[config.mk]
export PLATFORM = sky130hd
export DESIGN_NAME = mipse_cpu
export DESIGN_NICKNAME = d
export VERILOG_FILES = /design/src/rtl/mipse_cpu.sv
export SDC_FILE = /design/constraint.sdc
export NUM_CORES = 2
export LEC_CHECK = 0
export BUFFER_PORTS_ARGS = -buffer_cell sky130_fd_sc_hd__buf_4
export CAP_MARGIN = 20
export CORE_ASPECT_RATIO = 1.75
export CORE_UTILIZATION = 35
export CTS_CLUSTER_DIAMETER = 120
export DETAILED_ROUTE_END_ITERATION = 8
export GPL_TIMING_DRIVEN = 0
export HOLD_SLACK_MARGIN = 0.1
export PLACE_DENSITY = 0.49
export SLEW_MARGIN = 40
export SYNTH_ARGS = -nofsm -noshare
export SYNTH_HDL_FRONTEND = slang
export SYNTH_SLANG_ARGS = --single-unit
[constraint.sdc]
create_clock -name clk -period 6 [get_ports clk]
set_clock_uncertainty 0.1 [all_clocks]
set_input_delay 0 -clock clk [delete_from_list [all_inputs] [get_ports clk]]
set_output_delay 0 -clock clk [all_outputs]
set_load 0.005 [all_outputs]
[src/rtl/mipse_cpu.sv]
// mipse_cpu: five-stage pipelined MIPS-subset core (IF, ID, EX, MEM, WB) with
// full forwarding, a one-cycle load-use stall, J resolved in ID and BEQ/BNE in EX.

module mipse_rf (
    input  logic        clk,
    input  logic        rst,
    input  logic [4:0]  ra1,
    input  logic [4:0]  ra2,
    output logic [31:0] rd1,
    output logic [31:0] rd2,
    input  logic        we,
    input  logic [4:0]  wa,
    input  logic [31:0] wd
);
    logic [31:0] rf [0:31];

    always_ff @(posedge clk) begin
        if (rst) begin
            for (int i = 0; i < 32; i++) rf[i] <= '0;
        end else if (we && wa != 5'd0) begin
            rf[wa] <= wd;
        end
    end

    // Write-through so the instruction in ID sees the value retiring in WB this cycle.
    always_comb begin
        rd1 = rf[ra1];
        rd2 = rf[ra2];
        if (we && wa != 5'd0 && wa == ra1) rd1 = wd;
        if (we && wa != 5'd0 && wa == ra2) rd2 = wd;
    end
endmodule

module mipse_cpu (
    input  logic        clk,
    input  logic        rst,
    input  logic [31:0] instr,
    input  logic [31:0] readdata,
    output logic [31:0] pc,
    output logic [31:0] aluout,
    output logic [31:0] writedata,
    output logic        memwrite
);
    localparam int DATA_W = 32;

    localparam logic [5:0] OP_RTYPE = 6'h00;
    localparam logic [5:0] OP_J     = 6'h02;
    localparam logic [5:0] OP_BEQ   = 6'h04;
    localparam logic [5:0] OP_BNE   = 6'h05;
    localparam logic [5:0] OP_ADDI  = 6'h08;
    localparam logic [5:0] OP_LW    = 6'h23;
    localparam logic [5:0] OP_SW    = 6'h2b;

    localparam logic [5:0] FN_ADD = 6'h20;
    localparam logic [5:0] FN_SUB = 6'h22;
    localparam logic [5:0] FN_AND = 6'h24;
    localparam logic [5:0] FN_OR  = 6'h25;
    localparam logic [5:0] FN_SLT = 6'h2a;

    typedef enum logic [2:0] {ALU_ADD, ALU_SUB, ALU_AND, ALU_OR, ALU_SLT} alu_op_e;

    typedef struct packed {
        logic              regwrite;
        logic              memread;
        logic              memwrite;
        logic              branch;
        logic              bne;
        logic              alusrc;
        alu_op_e           alu_op;
        logic [4:0]        rs;
        logic [4:0]        rt;
        logic [4:0]        dst;
        logic [DATA_W-1:0] rd1;
        logic [DATA_W-1:0] rd2;
        logic [DATA_W-1:0] imm;
        logic [DATA_W-1:0] pc4;
    } idex_t;

    typedef struct packed {
        logic              regwrite;
        logic              memread;
        logic              memwrite;
        logic [4:0]        dst;
        logic [DATA_W-1:0] aluout;
        logic [DATA_W-1:0] wdata;
    } exmem_t;

    typedef struct packed {
        logic              regwrite;
        logic              memread;
        logic [4:0]        dst;
        logic [DATA_W-1:0] aluout;
        logic [DATA_W-1:0] rdata;
    } memwb_t;

    logic [DATA_W-1:0] pc_q, pc_d;
    logic [DATA_W-1:0] ifid_instr_q, ifid_instr_d;
    logic [DATA_W-1:0] ifid_pc4_q, ifid_pc4_d;
    idex_t             idex_q, idex_d, dec;
    exmem_t            exmem_q, exmem_d;
    memwb_t            memwb_q, memwb_d;

    logic [5:0]        opcode, funct;
    logic [4:0]        id_rs, id_rt, id_rd;
    logic              uses_rs, uses_rt, is_jump;
    logic              stall, branch_taken;
    logic [DATA_W-1:0] rf_rd1, rf_rd2, wb_value;
    logic [DATA_W-1:0] fwd_a, fwd_b, src_b, alu_result;
    logic [DATA_W-1:0] pc_plus4, jump_target, branch_target;
    logic              unused_shamt;

    assign opcode       = ifid_instr_q[31:26];
    assign id_rs        = ifid_instr_q[25:21];
    assign id_rt        = ifid_instr_q[20:16];
    assign id_rd        = ifid_instr_q[15:11];
    assign funct        = ifid_instr_q[5:0];
    assign unused_shamt = ^ifid_instr_q[10:6];

    assign wb_value = memwb_q.memread ? memwb_q.rdata : memwb_q.aluout;

    mipse_rf rfile_1 (
        .clk (clk),
        .rst (rst),
        .ra1 (id_rs),
        .ra2 (id_rt),
        .rd1 (rf_rd1),
        .rd2 (rf_rd2),
        .we  (memwb_q.regwrite),
        .wa  (memwb_q.dst),
        .wd  (wb_value)
    );

    always_comb begin
        dec      = '0;
        uses_rs  = 1'b0;
        uses_rt  = 1'b0;
        is_jump  = 1'b0;
        dec.rs   = id_rs;
        dec.rt   = id_rt;
        dec.rd1  = rf_rd1;
        dec.rd2  = rf_rd2;
        dec.imm  = {{(DATA_W-16){ifid_instr_q[15]}}, ifid_instr_q[15:0]};
        dec.pc4  = ifid_pc4_q;
        case (opcode)
            OP_RTYPE: begin
                uses_rs      = 1'b1;
                uses_rt      = 1'b1;
                dec.dst      = id_rd;
                dec.regwrite = 1'b1;
                case (funct)
                    FN_ADD:  dec.alu_op = ALU_ADD;
                    FN_SUB:  dec.alu_op = ALU_SUB;
                    FN_AND:  dec.alu_op = ALU_AND;
                    FN_OR:   dec.alu_op = ALU_OR;
                    FN_SLT:  dec.alu_op = ALU_SLT;
                    default: dec.regwrite = 1'b0;
                endcase
            end
            OP_ADDI: begin
                uses_rs      = 1'b1;
                dec.regwrite = 1'b1;
                dec.alusrc   = 1'b1;
                dec.dst      = id_rt;
            end
            OP_LW: begin
                uses_rs      = 1'b1;
                dec.regwrite = 1'b1;
                dec.memread  = 1'b1;
                dec.alusrc   = 1'b1;
                dec.dst      = id_rt;
            end
            OP_SW: begin
                uses_rs      = 1'b1;
                uses_rt      = 1'b1;
                dec.memwrite = 1'b1;
                dec.alusrc   = 1'b1;
            end
            OP_BEQ, OP_BNE: begin
                uses_rs    = 1'b1;
                uses_rt    = 1'b1;
                dec.branch = 1'b1;
                dec.bne    = (opcode == OP_BNE);
            end
            OP_J:    is_jump = 1'b1;
            default: ;
        endcase
    end

    assign stall = idex_q.memread && idex_q.dst != 5'd0 &&
                   ((uses_rs && id_rs == idex_q.dst) || (uses_rt && id_rt == idex_q.dst));

    // EX/MEM wins over MEM/WB because it holds the younger result.
    always_comb begin
        fwd_a = idex_q.rd1;
        fwd_b = idex_q.rd2;
        if (exmem_q.regwrite && exmem_q.dst != 5'd0 && exmem_q.dst == idex_q.rs)
            fwd_a = exmem_q.aluout;
        else if (memwb_q.regwrite && memwb_q.dst != 5'd0 && memwb_q.dst == idex_q.rs)
            fwd_a = wb_value;
        if (exmem_q.regwrite && exmem_q.dst != 5'd0 && exmem_q.dst == idex_q.rt)
            fwd_b = exmem_q.aluout;
        else if (memwb_q.regwrite && memwb_q.dst != 5'd0 && memwb_q.dst == idex_q.rt)
            fwd_b = wb_value;
        src_b = idex_q.alusrc ? idex_q.imm : fwd_b;
        case (idex_q.alu_op)
            ALU_SUB: alu_result = fwd_a - src_b;
            ALU_AND: alu_result = fwd_a & src_b;
            ALU_OR:  alu_result = fwd_a | src_b;
            ALU_SLT: alu_result = {{(DATA_W-1){1'b0}}, ($signed(fwd_a) < $signed(src_b))};
            default: alu_result = fwd_a + src_b;
        endcase
    end

    assign branch_taken  = idex_q.branch && ((fwd_a == fwd_b) != idex_q.bne);
    assign branch_target = idex_q.pc4 + {idex_q.imm[DATA_W-3:0], 2'b00};
    assign pc_plus4      = pc_q + DATA_W'(4);
    assign jump_target   = {ifid_pc4_q[31:28], ifid_instr_q[25:0], 2'b00};

    // A taken branch outranks both the stall and a J sitting behind it in ID.
    always_comb begin
        pc_d         = pc_plus4;
        ifid_instr_d = instr;
        ifid_pc4_d   = pc_plus4;
        idex_d       = dec;
        if (branch_taken) begin
            pc_d         = branch_target;
            ifid_instr_d = '0;
            ifid_pc4_d   = '0;
            idex_d       = '0;
        end else if (stall) begin
            pc_d         = pc_q;
            ifid_instr_d = ifid_instr_q;
            ifid_pc4_d   = ifid_pc4_q;
            idex_d       = '0;
        end else if (is_jump) begin
            pc_d         = jump_target;
            ifid_instr_d = '0;
            ifid_pc4_d   = '0;
        end
    end

    always_comb begin
        exmem_d          = '0;
        exmem_d.regwrite = idex_q.regwrite;
        exmem_d.memread  = idex_q.memread;
        exmem_d.memwrite = idex_q.memwrite;
        exmem_d.dst      = idex_q.dst;
        exmem_d.aluout   = alu_result;
        exmem_d.wdata    = fwd_b;
        memwb_d          = '0;
        memwb_d.regwrite = exmem_q.regwrite;
        memwb_d.memread  = exmem_q.memread;
        memwb_d.dst      = exmem_q.dst;
        memwb_d.aluout   = exmem_q.aluout;
        memwb_d.rdata    = readdata;
    end

    always_ff @(posedge clk) begin
        if (rst) begin
            pc_q         <= '0;
            ifid_instr_q <= '0;
            ifid_pc4_q   <= '0;
            idex_q       <= '0;
            exmem_q      <= '0;
            memwb_q      <= '0;
        end else begin
            pc_q         <= pc_d;
            ifid_instr_q <= ifid_instr_d;
            ifid_pc4_q   <= ifid_pc4_d;
            idex_q       <= idex_d;
            exmem_q      <= exmem_d;
            memwb_q      <= memwb_d;
        end
    end

    assign pc        = pc_q;
    assign aluout    = exmem_q.aluout;
    assign writedata = exmem_q.wdata;
    assign memwrite  = exmem_q.memwrite;
endmodule

==> key figures <==
Global routing
  • First-pass GRT wire length: 419,700 µm
  • Met3 Usage GRT: 3.879%
  • Pin count of the biggest net entering global routing: 31
  • GR met1 Demand/Resource: 24.39%
  • Number of global-route vias before repair: 56,770
  • Initial antenna violation count: 10
  • Grt ovf: 0
  • Met2 Use GR: 55.20%
  • GR peak layer: met2
  • Overall fraction of global-route tracks in use: 28.28%

CTS
  • H-tree Lvls: 4
  • Root Buffer Master: clkbuf_16
  • CTS max path bufs: 4
  • Clock Sinks: 1,399
  • TritonCTS Buffers: 146
  • Worst-path clk slew: 0.06 ns
  • Worst skew pair latency: 0.82 ns
  • CTS tree: built

Worst setup path
  • Worst EP required: between 6 and 7 ns
  • Setup crit start kind: flip-flop
  • Critical path arrival: 6.47 ns
  • Crit Path Max Fanout: 10
  • Worst path slowest cell: o221ai_1
  • Critical path cell sequence: buf_4, nor2_1, a211oi_4, and2_1, buf_2, buf_2, o21ai_0, o221a_1, o221ai_1, nand4_1, nor4_4, nand4_2, nand3_2, buf_2, nor2_1
  • Max incr delay on CP: 0.72 ns
  • Crit path top cell by count: buf_2
  • Top Family by Delay on Critical Path: simple AND/OR/NAND/NOR gates
  • Worst path buffer plus inverter count: 4
  • Crit Path Category: flip-flop to flip-flop
  • CP endpoint kind: flip-flop

Route
  • Final WL: approximately 300,000 µm
  • Via/cell ratio: roughly 5.7
  • Routed vias: 53,830
  • DR iter-0 viols: 4,881
  • DRC errors left: 0
  • DR pass1 iterations: 8
  • Post-DR wirelength/cell: 32.00 µm
  • Antenna-violating nets left: 0

Power and ir drop
  • P_leak: 30.53 nW
  • Combinational share of power: 17.7%
  • Switch share: 28.16%
  • Int Power: between 15 and 20 mW
  • Reg power frac: a little under half
  • Power per cell area: 280.4 nW/µm²
  • Peak supply drop: 0.1940 mV
  • Clock power frac: 37.1%
  • Switch Pwr: 6.946 mW

Logic synthesis
  • Post-synth top area share: 41.47%
  • Cell taking the most area after synthesis: edfxtp_1
  • Mapped Area: 74,140 µm²
  • Ys flop type: edfxtp_1
  • Synth warn: 0
  • Avg Cell Area, Syn: around 12 µm²
  • Post-synth EDFFs: 1,024
  • Seq/Total Area, Yosys: 51.60%
  • Most instantiated cells after synthesis: nor2_1, edfxtp_1, mux4_2
  • Post-Synth Adder-Cell Area: under 10%
  • Synth Area in Compound Gates: 7.142%
  • Synth Instances: 6,031
  • Multiplexer share of the synthesized area: 21.23%
  • Asr flop ratio synth: 0%
  • Simple-Gate Fraction of Synth Area: about an eighth
  • Most common cell in the netlist: nor2_1
  • Synthesized flop and latch total: 1,399
  • Largest family of logic cells by synthesized area: multiplexers
  • Number of distinct library cells after synthesis: 86
  • Ranking of synthesized cells by area: edfxtp_1, mux4_2, dfxtp_1
  • Synth Area in XOR/XNOR: ~1.7%

Die
  • Std cell rows: 223
  • CORE AREA: 210,700 µm²
  • Overall die width: between 300 and 400 µm
  • Initial Util: 35.19%
  • Die span in y: roughly 610 µm
  • Ports: roughly 160
  • Total die area: 213,700 µm²

Timing
  • PnR worst setup slack: roughly 0.11 ns
  • RSZ-0062 raised after global routing: true
  • Max-slew violation count: 0
  • Setup TNS: 0 ns
  • Max-slew headroom at the worst pin: roughly 32%
  • Worst-margin pin slew: 1.008 ns
  • Final hold viol count: 0
  • F_max: 0.1698 GHz
  • Final Setup Violations: 0
  • Tcrit/Tclk final: around 100%
  • Fin crit period: 5.891 ns

Cells and area
  • Filler instances: 19,840
  • Multi-input combinational cell area: approximately 34,000 µm²
  • Synth-to-Final Area Change: 18.67%
  • Fraction of layout cells with a size suffix above 1: 24.51%
  • Layout Nets: 6,797
  • Seq. cell area: 38,260 µm²

Placed design
  • DP HPWL: 249,300 µm
  • Pre-CTS setup slack: -1.818 ns
  • Port buffer count: ~160
  • Placer Congestion: 1.027

Hold path
  • Worst Hold Class: input port to flip-flop

Job
  • MaxCap Viol Count: 0

Run status
  • Outcome: completed
==> path summary, 6_finish.rpt <==
check,cells past startpoint,endpoint,slack (ns),start
setup / recovery,15,ifid_pc4_q[7]$_SDFFE_PP0N_,0.11,memwb_q[64]$_SDFF_PP0_
hold / removal,5,idex_q[1]$_SDFF_PP0_,0.34,rst
setup reg to reg,15,ifid_pc4_q[7]$_SDFFE_PP0N_,0.11,memwb_q[64]$_SDFF_PP0_
hold reg to reg,1,exmem_q[71]$_SDFF_PP0_,0.35,exmem_d[71]$_SDFF_PP0_
==> power by group through the flow <==
stage               Clock, mW  Combinational [mW]  Sequential (mW)
floorplan                   0                2.44             11.1
global placement            0                3.87             11.3
detailed placement          0                4.08             11.3
CTS                      9.29                4.26             11.1
global route             9.57                4.55             11.2
finish                   9.16                4.36             11.1
==> per-stage QoR <==
step	cells	cell area, µm²	power, mW	util [%]	hold WS, ns
after detailed placement	9109	81370	15.41	38.63	0.1175
after CTS	9498	87670	24.68	41.62	0.3152
final	9510	87980	24.67	41.77	0.3448
after global routing	9507	87980	25.29	41.76	0.3539
after floorplan	6062	74260	13.57	-	0.02818
after global placement	9036	78990	15.18	37.50	0.1207
==> worst min-delay path, cell delays in order <==
cell and delay (ns):
dlygate4sd3_1 0.53, buf_4 0.17, nor3_1 0.08, buf_2 0.21
and3_1 0.19
==> sequential cells by signal, indices dropped and copies added (netlist names) <==
signal        cells
aluout           32
idex_q          128
memwrite          1
ifid_pc4_q       32
exmem_q           7
rfile_1.rf     1024
writedata        32
exmem_d           8
memwb_q          71
pc               32
ifid_instr_q     32
==> cells by family (layout without fill, tap and decap cells) <==
group           count (synthesis)  in the layout
xor+xnor                      145            145
mux                           762            762
other cells                     1             36
buf+inv                       718           1350
flops                        1399           1399
simple gates                 2059           2059
compound gates                818            818
fa+ha+maj                     129            129
==> cells in the final DEF, fill, tap and decap left out, types with 62 or more instances in the layout <==
master,netlist,routed
clkbuf_1,440,343
nor2b_1,96,94
xnor2_1,83,80
a21oi_1,265,256
mux2_2,83,81
o21ai_0,135,111
nand2_1,249,218
clkbuf_2,0,107
inv_1,99,99
buf_2,44,83
xor2_1,62,62
and3_1,75,75
ha_1,126,123
dfxtp_1,375,374
buf_4,75,271
mux4_2,640,640
nand3_1,109,109
edfxtp_1,1024,1024
clkbuf_16,0,152
dlygate4sd3_1,0,129
nor2_1,1317,1314
==> layout make-up <==
type / count / share of cell area, %
Inverter: 100 / 0.4266
Tap cell: 2812 / 3.999
Antenna cell: 4 / 0.01138
Buffer: 615 / 3.366
Sequential cell: 1399 / 43.48
Clock buffer: 180 / 4.511
Clock inverter: 60 / 0.6570
Timing Repair Buffer: 395 / 4.831
Multi-Input combinational cell: 3945 / 38.72
==> metal layers <==
layer | part of all wire (%) | wire length, µm
met5 | 0.015 | 47
met4 | 11 | 32590
met1 | 29 | 88850
met2 | 55 | 168700
met3 | 4.7 | 14160
==> timing repair <==
item / CTS / global route
endpoints found under the hold margin: 139 / 0
buffers inserted: 21 / 9
gates resized for setup: 83 / 75
pin swaps: 13 / 8
setup endpoints to repair: 248 / 34
cloned: 0 / 0
hold buffers: 129 / 0
Power figures use the tool's default switching activity.
